[config.mk]
export PLATFORM = sky130hd
export DESIGN_NAME = ex_muldiv_unit_flat
export DESIGN_NICKNAME = d
export VERILOG_FILES = /design/src/rtl/muldiv_pkg.sv /design/src/rtl/muldiv_if.sv /design/src/rtl/muldiv_step.sv /design/src/rtl/ex_muldiv_unit.sv /design/src/flat_wrapper.sv
export SDC_FILE = /design/constraint.sdc
export NUM_CORES = 1
export LEC_CHECK = 0
export ABC_CLOCK_PERIOD_IN_PS = 3600
export CORE_ASPECT_RATIO = 1.4
export CORE_MARGIN = 2
export CORE_UTILIZATION = 30
export DETAILED_ROUTE_END_ITERATION = 8
export SLEW_MARGIN = 20
export SYNTH_ARGS = -nofsm -noshare
export SYNTH_HDL_FRONTEND = slang
export SYNTH_SLANG_ARGS = --single-unit
[constraint.sdc]
create_clock -name clock -period 3.6 [get_ports clock]
set_input_delay 0.36 -clock clock [delete_from_list [all_inputs] [get_ports clock]]
set_output_delay 0.36 -clock clock [all_outputs]
set_load 0.02 [all_outputs]
[src/rtl/muldiv_pkg.sv]
// Shared encodings for the EX-stage multiply/divide unit.
// Op codes, FSM states and the iteration count.
package muldiv_pkg;

  typedef enum logic [1:0] {
    MD_MULT  = 2'b00,
    MD_MULTU = 2'b01,
    MD_DIV   = 2'b10,
    MD_DIVU  = 2'b11
  } md_op_e;

  typedef enum logic [1:0] {
    ST_IDLE = 2'b00,
    ST_RUN  = 2'b01,
    ST_FIX  = 2'b10
  } md_state_e;

  localparam int MD_ITER = 32;

  function automatic logic md_is_signed(input logic [1:0] op);
    return (op == MD_MULT) || (op == MD_DIV);
  endfunction

endpackage

[src/rtl/muldiv_if.sv]
// ID/EX to muldiv bundle: op request, MT/MF controls, flush,
// and the unit's busy/stall/done status plus HI/LO values.
interface muldiv_if #(
  parameter int WIDTH = 32
);
  logic             start;
  logic [1:0]       op;
  logic [WIDTH-1:0] operand_a;
  logic [WIDTH-1:0] operand_b;
  logic             hi_we;
  logic             lo_we;
  logic             hilo_read;
  logic             flush;
  logic             busy;
  logic             stall_req;
  logic             done;
  logic [WIDTH-1:0] hi;
  logic [WIDTH-1:0] lo;

  modport master (
    output start, op, operand_a, operand_b,
    output hi_we, lo_we, hilo_read, flush,
    input  busy, stall_req, done, hi, lo
  );

  modport slave (
    input  start, op, operand_a, operand_b,
    input  hi_we, lo_we, hilo_read, flush,
    output busy, stall_req, done, hi, lo
  );
endinterface

[src/rtl/muldiv_step.sv]
// One radix-2 iteration: shift-add multiply or restoring divide.
// acc_i/acc_o = {upper, lower}; opnd_i = multiplicand or divisor.
module muldiv_step #(
  parameter int WIDTH = 32
) (
  input  logic [2*WIDTH-1:0] acc_i,
  input  logic [WIDTH-1:0]   opnd_i,
  input  logic               is_div_i,
  output logic [2*WIDTH-1:0] acc_o
);

  logic [WIDTH:0]   add_sum;
  logic [2*WIDTH:0] shl;
  logic             ge;
  logic [WIDTH-1:0] rem;

  always_comb begin
    add_sum = {1'b0, acc_i[2*WIDTH-1:WIDTH]}
            + {1'b0, opnd_i};
    shl     = {acc_i, 1'b0};
    // shifted remainder may carry into bit WIDTH;
    // the modular difference is exact when ge holds
    ge      = shl[2*WIDTH:WIDTH] >= {1'b0, opnd_i};
    rem     = shl[2*WIDTH-1:WIDTH] - opnd_i;
    acc_o   = '0;
    if (is_div_i) begin
      if (ge) begin
        acc_o = {rem, shl[WIDTH-1:1], 1'b1};
      end else begin
        acc_o = shl[2*WIDTH-1:0];
      end
    end else begin
      if (acc_i[0]) begin
        acc_o = {add_sum, acc_i[WIDTH-1:1]};
      end else begin
        acc_o = {1'b0, acc_i[2*WIDTH-1:1]};
      end
    end
  end

endmodule

[src/rtl/ex_muldiv_unit.sv]
// Iterative MULT/MULTU/DIV/DIVU unit with HI/LO, MTHI/MTLO and stall.
// Ports: clock, reset (sync, active-high), bus (muldiv_if.slave).
module ex_muldiv_unit
  import muldiv_pkg::*;
#(
  parameter int WIDTH = MD_ITER,
  parameter int CNT_W = 6
) (
  input  logic clock,
  input  logic reset,
  muldiv_if.slave bus
);

  md_state_e          state_q, state_d;
  md_op_e             op_q, op_d;
  logic               sa_q, sa_d;
  logic               neg_q, neg_d;
  logic               dz_q, dz_d;
  logic [CNT_W-1:0]   cnt_q, cnt_d;
  logic [2*WIDTH-1:0] acc_q, acc_d;
  logic [WIDTH-1:0]   opnd_q, opnd_d;
  logic [WIDTH-1:0]   hi_q, hi_d;
  logic [WIDTH-1:0]   lo_q, lo_d;
  logic               done_q, done_d;

  logic [2*WIDTH-1:0] acc_step;
  logic               sgn_in;
  logic               a_neg, b_neg;
  logic               div_in;
  logic               start_ok;
  logic [WIDTH-1:0]   abs_a, abs_b;
  logic [2*WIDTH-1:0] prod;
  logic [WIDTH-1:0]   quo, rmd;

  muldiv_step #(
    .WIDTH (WIDTH)
  ) u_step (
    .acc_i    (acc_q),
    .opnd_i   (opnd_q),
    .is_div_i (op_q[1]),
    .acc_o    (acc_step)
  );

  always_comb begin
    sgn_in   = md_is_signed(bus.op);
    div_in   = bus.op[1];
    a_neg    = sgn_in & bus.operand_a[WIDTH-1];
    b_neg    = sgn_in & bus.operand_b[WIDTH-1];
    abs_a    = a_neg ? -bus.operand_a : bus.operand_a;
    abs_b    = b_neg ? -bus.operand_b : bus.operand_b;
    start_ok = (state_q == ST_IDLE)
             & bus.start & ~bus.flush;
    prod     = neg_q ? -acc_q : acc_q;
    quo      = acc_q[WIDTH-1:0];
    rmd      = acc_q[2*WIDTH-1:WIDTH];
  end

  always_comb begin
    state_d = state_q;
    op_d    = op_q;
    sa_d    = sa_q;
    neg_d   = neg_q;
    dz_d    = dz_q;
    cnt_d   = cnt_q;
    acc_d   = acc_q;
    opnd_d  = opnd_q;
    hi_d    = hi_q;
    lo_d    = lo_q;
    done_d  = 1'b0;
    unique case (state_q)
      ST_IDLE: begin
        if (start_ok) begin
          op_d    = md_op_e'(bus.op);
          sa_d    = a_neg;
          neg_d   = a_neg ^ b_neg;
          dz_d    = div_in & (bus.operand_b == '0);
          cnt_d   = '0;
          // divide iterates on the dividend,
          // multiply on the multiplier
          acc_d   = div_in ? {{WIDTH{1'b0}}, abs_a}
                           : {{WIDTH{1'b0}}, abs_b};
          opnd_d  = div_in ? abs_b : abs_a;
          state_d = ST_RUN;
        end else begin
          if (bus.hi_we) hi_d = bus.operand_a;
          if (bus.lo_we) lo_d = bus.operand_a;
        end
      end
      ST_RUN: begin
        acc_d = acc_step;
        cnt_d = cnt_q + 1'b1;
        if (cnt_q == CNT_W'(WIDTH - 1)) begin
          state_d = ST_FIX;
        end
      end
      ST_FIX: begin
        unique case (op_q)
          MD_MULT, MD_MULTU: begin
            hi_d = prod[2*WIDTH-1:WIDTH];
            lo_d = prod[WIDTH-1:0];
          end
          MD_DIV, MD_DIVU: begin
            // remainder follows the dividend sign,
            // which also restores operand_a on /0
            hi_d = sa_q ? -rmd : rmd;
            lo_d = dz_q  ? '1
                 : neg_q ? -quo : quo;
          end
          default: ;
        endcase
        done_d  = 1'b1;
        state_d = ST_IDLE;
      end
      default: state_d = ST_IDLE;
    endcase
    if (bus.flush && state_q != ST_IDLE) begin
      state_d = ST_IDLE;
      done_d  = 1'b0;
      hi_d    = hi_q;
      lo_d    = lo_q;
    end
  end

  always_ff @(posedge clock) begin
    if (reset) begin
      state_q <= ST_IDLE;
      op_q    <= MD_MULT;
      sa_q    <= 1'b0;
      neg_q   <= 1'b0;
      dz_q    <= 1'b0;
      cnt_q   <= '0;
      acc_q   <= '0;
      opnd_q  <= '0;
      hi_q    <= '0;
      lo_q    <= '0;
      done_q  <= 1'b0;
    end else begin
      state_q <= state_d;
      op_q    <= op_d;
      sa_q    <= sa_d;
      neg_q   <= neg_d;
      dz_q    <= dz_d;
      cnt_q   <= cnt_d;
      acc_q   <= acc_d;
      opnd_q  <= opnd_d;
      hi_q    <= hi_d;
      lo_q    <= lo_d;
      done_q  <= done_d;
    end
  end

  assign bus.busy      = (state_q != ST_IDLE);
  assign bus.stall_req = bus.busy
                       & (bus.start | bus.hilo_read
                       | bus.hi_we | bus.lo_we);
  assign bus.done      = done_q;
  assign bus.hi        = hi_q;
  assign bus.lo        = lo_q;

endmodule

[src/flat_wrapper.sv]
// flat-port wrapper written by rule: the top's interface ports become plain ports
module ex_muldiv_unit_flat import muldiv_pkg::*;
#(
  parameter int WIDTH = MD_ITER,
  parameter int CNT_W = 6
)
  (clock, reset, bus_start, bus_op, bus_operand_a, bus_operand_b, bus_hi_we, bus_lo_we, bus_hilo_read, bus_flush, bus_busy, bus_stall_req, bus_done, bus_hi, bus_lo);
  muldiv_if #(.WIDTH(WIDTH)) bus_i ();
  input  logic clock;
  input  logic reset;
  input wire logic [$bits(bus_i.start)-1:0] bus_start;
  input wire logic [$bits(bus_i.op)-1:0] bus_op;
  input wire logic [$bits(bus_i.operand_a)-1:0] bus_operand_a;
  input wire logic [$bits(bus_i.operand_b)-1:0] bus_operand_b;
  input wire logic [$bits(bus_i.hi_we)-1:0] bus_hi_we;
  input wire logic [$bits(bus_i.lo_we)-1:0] bus_lo_we;
  input wire logic [$bits(bus_i.hilo_read)-1:0] bus_hilo_read;
  input wire logic [$bits(bus_i.flush)-1:0] bus_flush;
  output wire logic [$bits(bus_i.busy)-1:0] bus_busy;
  output wire logic [$bits(bus_i.stall_req)-1:0] bus_stall_req;
  output wire logic [$bits(bus_i.done)-1:0] bus_done;
  output wire logic [$bits(bus_i.hi)-1:0] bus_hi;
  output wire logic [$bits(bus_i.lo)-1:0] bus_lo;
  assign bus_i.start = bus_start;
  assign bus_i.op = bus_op;
  assign bus_i.operand_a = bus_operand_a;
  assign bus_i.operand_b = bus_operand_b;
  assign bus_i.hi_we = bus_hi_we;
  assign bus_i.lo_we = bus_lo_we;
  assign bus_i.hilo_read = bus_hilo_read;
  assign bus_i.flush = bus_flush;
  assign bus_busy = bus_i.busy;
  assign bus_stall_req = bus_i.stall_req;
  assign bus_done = bus_i.done;
  assign bus_hi = bus_i.hi;
  assign bus_lo = bus_i.lo;
  ex_muldiv_unit #(.WIDTH(WIDTH), .CNT_W(CNT_W)) u_core (.clock(clock), .reset(reset), .bus(bus_i));
endmodule
### Word level (Yosys, flattened, before mapping)

Cells that the tools add are included.
Widths: inputs -> output; s select.

* output and inout port bits: 67
* input port bits: 73
* logic and storage cells: 88
* register bits: 174

* mux-type cells: 27
* reduce and logical (&&, ||, !) cells: 17
* add/subtract/negate cells: 8
* bitwise logic cells: 12
* order comparisons: 1
* equal/unequal tests: 12

Operator list (number)
* $mux 32: 11
* $mux 64: 5
* $pmux 32 s2: 4
* $neg 32->32: 4
* $pmux 64 s2: 1
* $neg 64->64: 1
* $add 32x32->33: 1
* $ge 33x32->1: 1
* $logic_not 32->1: 1
* $sub 32x32->32: 1
* $pmux 6 s2: 1
* $eq 2x2->1 const B: 4
* $reduce_and 4->1: 2
* $add 6x1->6 const B: 1
* $and 1x1->1: 6
* $eq 6x5->1 const B: 1
* $logic_not 2->1: 3
* $mux 6: 1
* $ne 2x2->1 const B: 3
* $reduce_and 2->1: 3
* $reduce_bool 2->1: 3
* $reduce_or 2->1: 3
* $eq 2x1->1 const B: 2
* $mux 2: 2
* other kinds (8): 12

### Longest topological paths before layout

* depth after elaboration: 7
* mapped depth: 15
* mapped depth without buffers: 14

### Modules after synthesis

From an unflattened synthesis, not the netlist that was laid out.

* cell total of the unflattened synthesis: 2109
* area total of the unflattened synthesis: 15620.0 um2

By module, submodules not included
* ex_muldiv_unit: area each 10500.1 um2, times used 1, cells each 1357
* muldiv_step: area each 5119.9 um2, times used 1, cells each 752

### Worst setup path before layout

No wires, ideal clock.

* path kind: register to register
* start point: register u_core.acc_q[0]
* end point: register u_core.hi_q[8] (netlist: u_core.bus.hi[8])
* slack: 505 ps
* cell stages (with the launch flop): 16
* arrival: 3030 ps
* setup time: 65 ps
* period minus slack after synthesis: 3095 ps
* data required time: 3535 ps
* cells stage by stage: dfxtp_1 clkbuf_1 inv_1 clkbuf_1 clkbuf_1 ha_1 nand4_1 or4b_1 buf_6 o21ai_4 nand2_2 o41ai_2 xor2_1 a211oi_1 a21oi_1 nor2_1

* longest elaborated chain between the ends: 4

Ends and longest elaborated chain
* start: declaration: line ex_muldiv_unit.sv:20 `logic [2*WIDTH-1:0] acc_q, acc_d;`
* start signal: assignment: line ex_muldiv_unit.sv:132 `acc_q <= '0;`
* start signal: assignment: line ex_muldiv_unit.sv:144 `acc_q <= acc_d;`
* $neg 64->64: line ex_muldiv_unit.sv:53 `prod = neg_q ? -acc_q : acc_q;`
* $mux 64: line ex_muldiv_unit.sv:53
* $pmux 32 s2: line ex_muldiv_unit.sv:97 `unique case (op_q)`
* $pmux 32 s2: line ex_muldiv_unit.sv:70 `unique case (state_q)`
* end signal: assignment: line ex_muldiv_unit.sv:146 `hi_q <= hi_d;`
* end: declaration: line ex_muldiv_unit.sv:22 `logic [WIDTH-1:0] hi_q, hi_d;`

Every way passes these cells.
A chain may end at the register's enable or synchronous reset.

### Worst setup path after layout

* start point: register u_core.opnd_q[18]
* end point: register u_core.acc_q[62]

* longest elaborated chain between the ends: 4

Ends and longest elaborated chain
* start: declaration: line ex_muldiv_unit.sv:21 `logic [WIDTH-1:0] opnd_q, opnd_d;`
* start signal: assignment: line ex_muldiv_unit.sv:145 `opnd_q <= opnd_d;`
* $add 32x32->33, or another cell as far along: line muldiv_step.sv:19 `+ {1'b0, opnd_i};`
* $mux 64 (on tied branches): line muldiv_step.sv:33, muldiv_step.sv:27
* $mux 64 (*): line muldiv_step.sv:26 `if (is_div_i) begin`
* $pmux 64 s2 (*): line ex_muldiv_unit.sv:70

Mark *: on every way between the ends. The rest lies on a longest branch, timed or not.

==> summary.txt <==
Cells and area
  • FF+latch area: about 3500 um2
  • Final instance area: 17700 um2
  • Post-Layout Cell Count: 2746
  • Area grow syn2layout: 22.4%
  • Multi-input logic area: about 10000 um2
  • N_diodes: 0
  • Fillers: 5086
  • Nets: around 2200
  • Layout cell share with drive strength beyond 1: 9.12%
  • Final core occ: 37.0%

Run status
  • Status: completed

Floorplanning
  • Core Rows: 95
  • Initial Util: 30.2%
  • Core box area: ~48000 um2
  • I/O pin count: 140
  • Die height: 264 um
  • Chip width: 190 um
  • Die Area: between 40000 and 50000 um2

Global routing
  • Initial antenna violation count: 0
  • Global-route wire length before repair: roughly 93000 um
  • Gr ovfl total: 0
  • Tot GR Track Use: 24.6%
  • Largest net degree at the start of global routing: 87
  • Vias in the first global route: 15300

Yosys
  • Area leader, netlist: dfxtp_1
  • Syn Std Cell Area: 14500 um2
  • Post-synth EDFFs: 0
  • Largest family of logic cells by synthesized area: compound AO/OA/AOI/OAI gates
  • Unique cell type count in the Yosys netlist: 83
  • Asr flop ratio synth: 0%
  • Largest cells by area after synthesis: dfxtp_1 (24%), a21oi_1 (8.1%), xnor2_1 (6.4%)
  • Synth Area in XOR/XNOR: 10.4%
  • Simple-gate share of the synthesized area: 19.1%
  • Syn Area/Cell: 7.34 um2
  • Adder-cell area share of the yosys netlist: under 10%
  • Flops & latches, synth: 173
  • Top FF cell, synth: dfxtp_1
  • Synth top cells by count: a21oi_1 (234), nor2_1 (206), nand2_1 (195)
  • Syn nets: 2114
  • Post-synthesis mux area share: 3.49%
  • Synth Area in Compound Gates: 31.2%
  • YS warnings: 0
  • Seq/Total Area, Yosys: 24.0%
  • Count leader, synth: a21oi_1
  • Top-area cell type share of the netlist area: 24.0%
  • Cells after Synth: 1970

CTS
  • Root Driver: clkbuf_16
  • Num CTS Buffers: 17
  • CTS tree: built
  • Clock Sinks: 173
  • H-tree depth: 4
  • Buffer depth of the longest clock path: 2
  • Latest clock arrival within the worst-skew pair: 470 ps
  • Clock-pin slew on the worst setup and hold paths: ~80 ps

Critical path
  • Arrival @ worst endpoint: 3770 ps
  • Kind of critical path: reg -> reg
  • Worst-path fanout max: 6
  • CP endpoint kind: flip-flop
  • Worst EP required: 4000 ps
  • CP Launch Type: flip-flop

Power
  • Worst VDD drop: 280 uV
  • P_sw: ~2.3 mW
  • Clock Power Share: 33.1%
  • Int Pwr: 3.85 mW
  • Sw Share: 37.5%
  • Combinational share of power: 32.0%
  • Share of total power in sequential cells: 34.9%
  • Power per cell area: 349 nW/um2
  • Leak Pwr: 6.65 nW

Drt
  • Final wirelength: 62500 um
  • WL per Instance: 22.8 um
  • Post-route antenna net violation count: 0
  • Via density per instance: 5.72
  • Drt pass-1 iters: 5
  • DR DRC count: 0
  • DR iter-0 viols: 1170
  • Vias after detailed routing: 15700

Place
  • GPL Wtd Cong: between 0.9 and 1
  • Port Buffers: 139
  • Dpl hpwl: about 49000 um
  • Dpl ws: -91.4 ps
  • Placed Area: 17000 um2
  • Cell count after placement: between 2000 and 3000

Timing
  • Relative slew slack: 28.9%
  • Setup TNS: 0 ps
  • RSZ-0062 raised after global routing: no
  • Crit share post-route: 93.5%
  • Final setup margin: 235 ps
  • Count of final hold-check violations: 0
  • Slew Limit Fails: 0
  • Clock skew: 11.9 ps
  • Tmin final: 3370 ps
  • Final Setup Violations: 0
  • Slew @ Worst Pin: 1070 ps
  • Fmax: 0.297 GHz

Flow run
  • Max-cap violations: 0

Worst hold path
  • HP Class: in -> reg
routing by layer:
metal / global-route usage (%) / wire length, um / vias up / part of all wire [%]
li1: - / - / 7424 / -
met1: 25.4 / 22400 / 7571 / 36
met2: 45.7 / 32800 / 518 / 52
met3: 2.72 / 2480 / 183 / 4.0
met4: 17.8 / 4880 / 0 / 7.8
met5: 0 / 0 / - / 0
flip-flops by register name, indices dropped and copies added, names as in the netlist, 2 cells and up:
signal	cells
u_core.opnd_q	32
u_core.bus.hi	32
u_core.bus.lo	32
u_core.cnt_q	6
u_core.state_q	2
u_core.acc_q	64
worst max-delay path, cell delays in order, from the launching register on:
cell and delay (ps):
dfxtp_1 410, inv_1 70, ha_1 380, and3_4 240
nand2_1 90, or4_4 580, o221ai_2 250, a21oi_1 110
buf_4 160, o31a_1 270, o21ai_1 170, mux2i_1 300
o21ai_0 130, a31oi_1 140
kinds of logic (layout without fill, tap and decap cells):
group                    Yosys count  in the layout
multiplexers                      50             50
buffers and inverters            203            349
adder cells (fa/ha/maj)           71             71
AO/OA/AOI/OAI                    703            703
flip-flops                       173            173
XOR/XNOR                         172            172
AND/OR/NAND/NOR                  598            598
metrics by stage:
stage,hold WS (ps),power [mW]
2_1_floorplan,436,3.34
4_1_cts,213,6.13
6_report,227,6.16
3_3_place_gp,447,4.08
5_1_grt,274,6.41
3_5_place_dp,446,4.09
path summary, 6_finish.rpt:
path / start / end / slack, ps / cells past startpoint
worst min-delay path: reset / u_core.acc_q[62]$_SDFFE_PP0P_ / 230 / 4
worst min register to register: u_core.bus.lo[0]$_SDFFE_PP0P_ / u_core.bus.lo[0]$_SDFFE_PP0P_ / 460 / 2
worst max register to register: u_core.opnd_q[18]$_SDFFE_PP0P_ / u_core.acc_q[62]$_SDFFE_PP0P_ / 230 / 13
worst max-delay path: u_core.opnd_q[18]$_SDFFE_PP0P_ / u_core.acc_q[62]$_SDFFE_PP0P_ / 230 / 13
what timing repair did:
action,4_1_cts,5_1_grt
pin swaps,0,2
setup buffers,0,1
gates resized for setup,2,8
setup endpoints to repair,1,30
hold buffers,0,0
power groups by stage:
stage	Combinational (mW)	Sequential (mW)	Clock, mW
finish	1.97	2.15	2.04
global route	2.12	2.16	2.13
CTS	1.92	2.14	2.06
detailed placement	1.91	2.19	0
global placement	1.90	2.19	0
floorplan	1.15	2.19	0
placed cells by master, fill, tap and decap left out, types with 16 or more instances in the layout:
master	netlist	layout
or3_1	17	17
nor2b_1	22	20
nand2_1	195	195
clkbuf_16	0	17
mux2i_1	47	47
a22o_1	16	16
buf_4	1	117
nor2_1	206	205
o31ai_1	27	25
o211ai_1	32	32
o221ai_1	28	27
a211oi_1	93	93
ha_1	69	67
clkdlybuf4s50_1	0	137
dfxtp_1	173	172
xnor2_1	106	106
a31oi_1	19	19
a21o_1	26	26
nand2b_1	18	18
nand3_1	25	25
o21ai_0	135	135
nor3_1	33	32
xor2_1	66	66
inv_1	59	59
a21oi_1	234	234
layout make-up:
| type | count | area share (%) |
|---|---|---|
| repair buffers | 257 | 13.0 |
| well taps | 630 | 4.46 |
| flip-flops and latches | 173 | 19.6 |
| multi-input cells | 1594 | 58.2 |
| inverters | 60 | 1.27 |
| clock buffers | 17 | 2.41 |
| clock inverters | 15 | 1.10 |
Note: power is estimated with default switching activity, not from simulation.
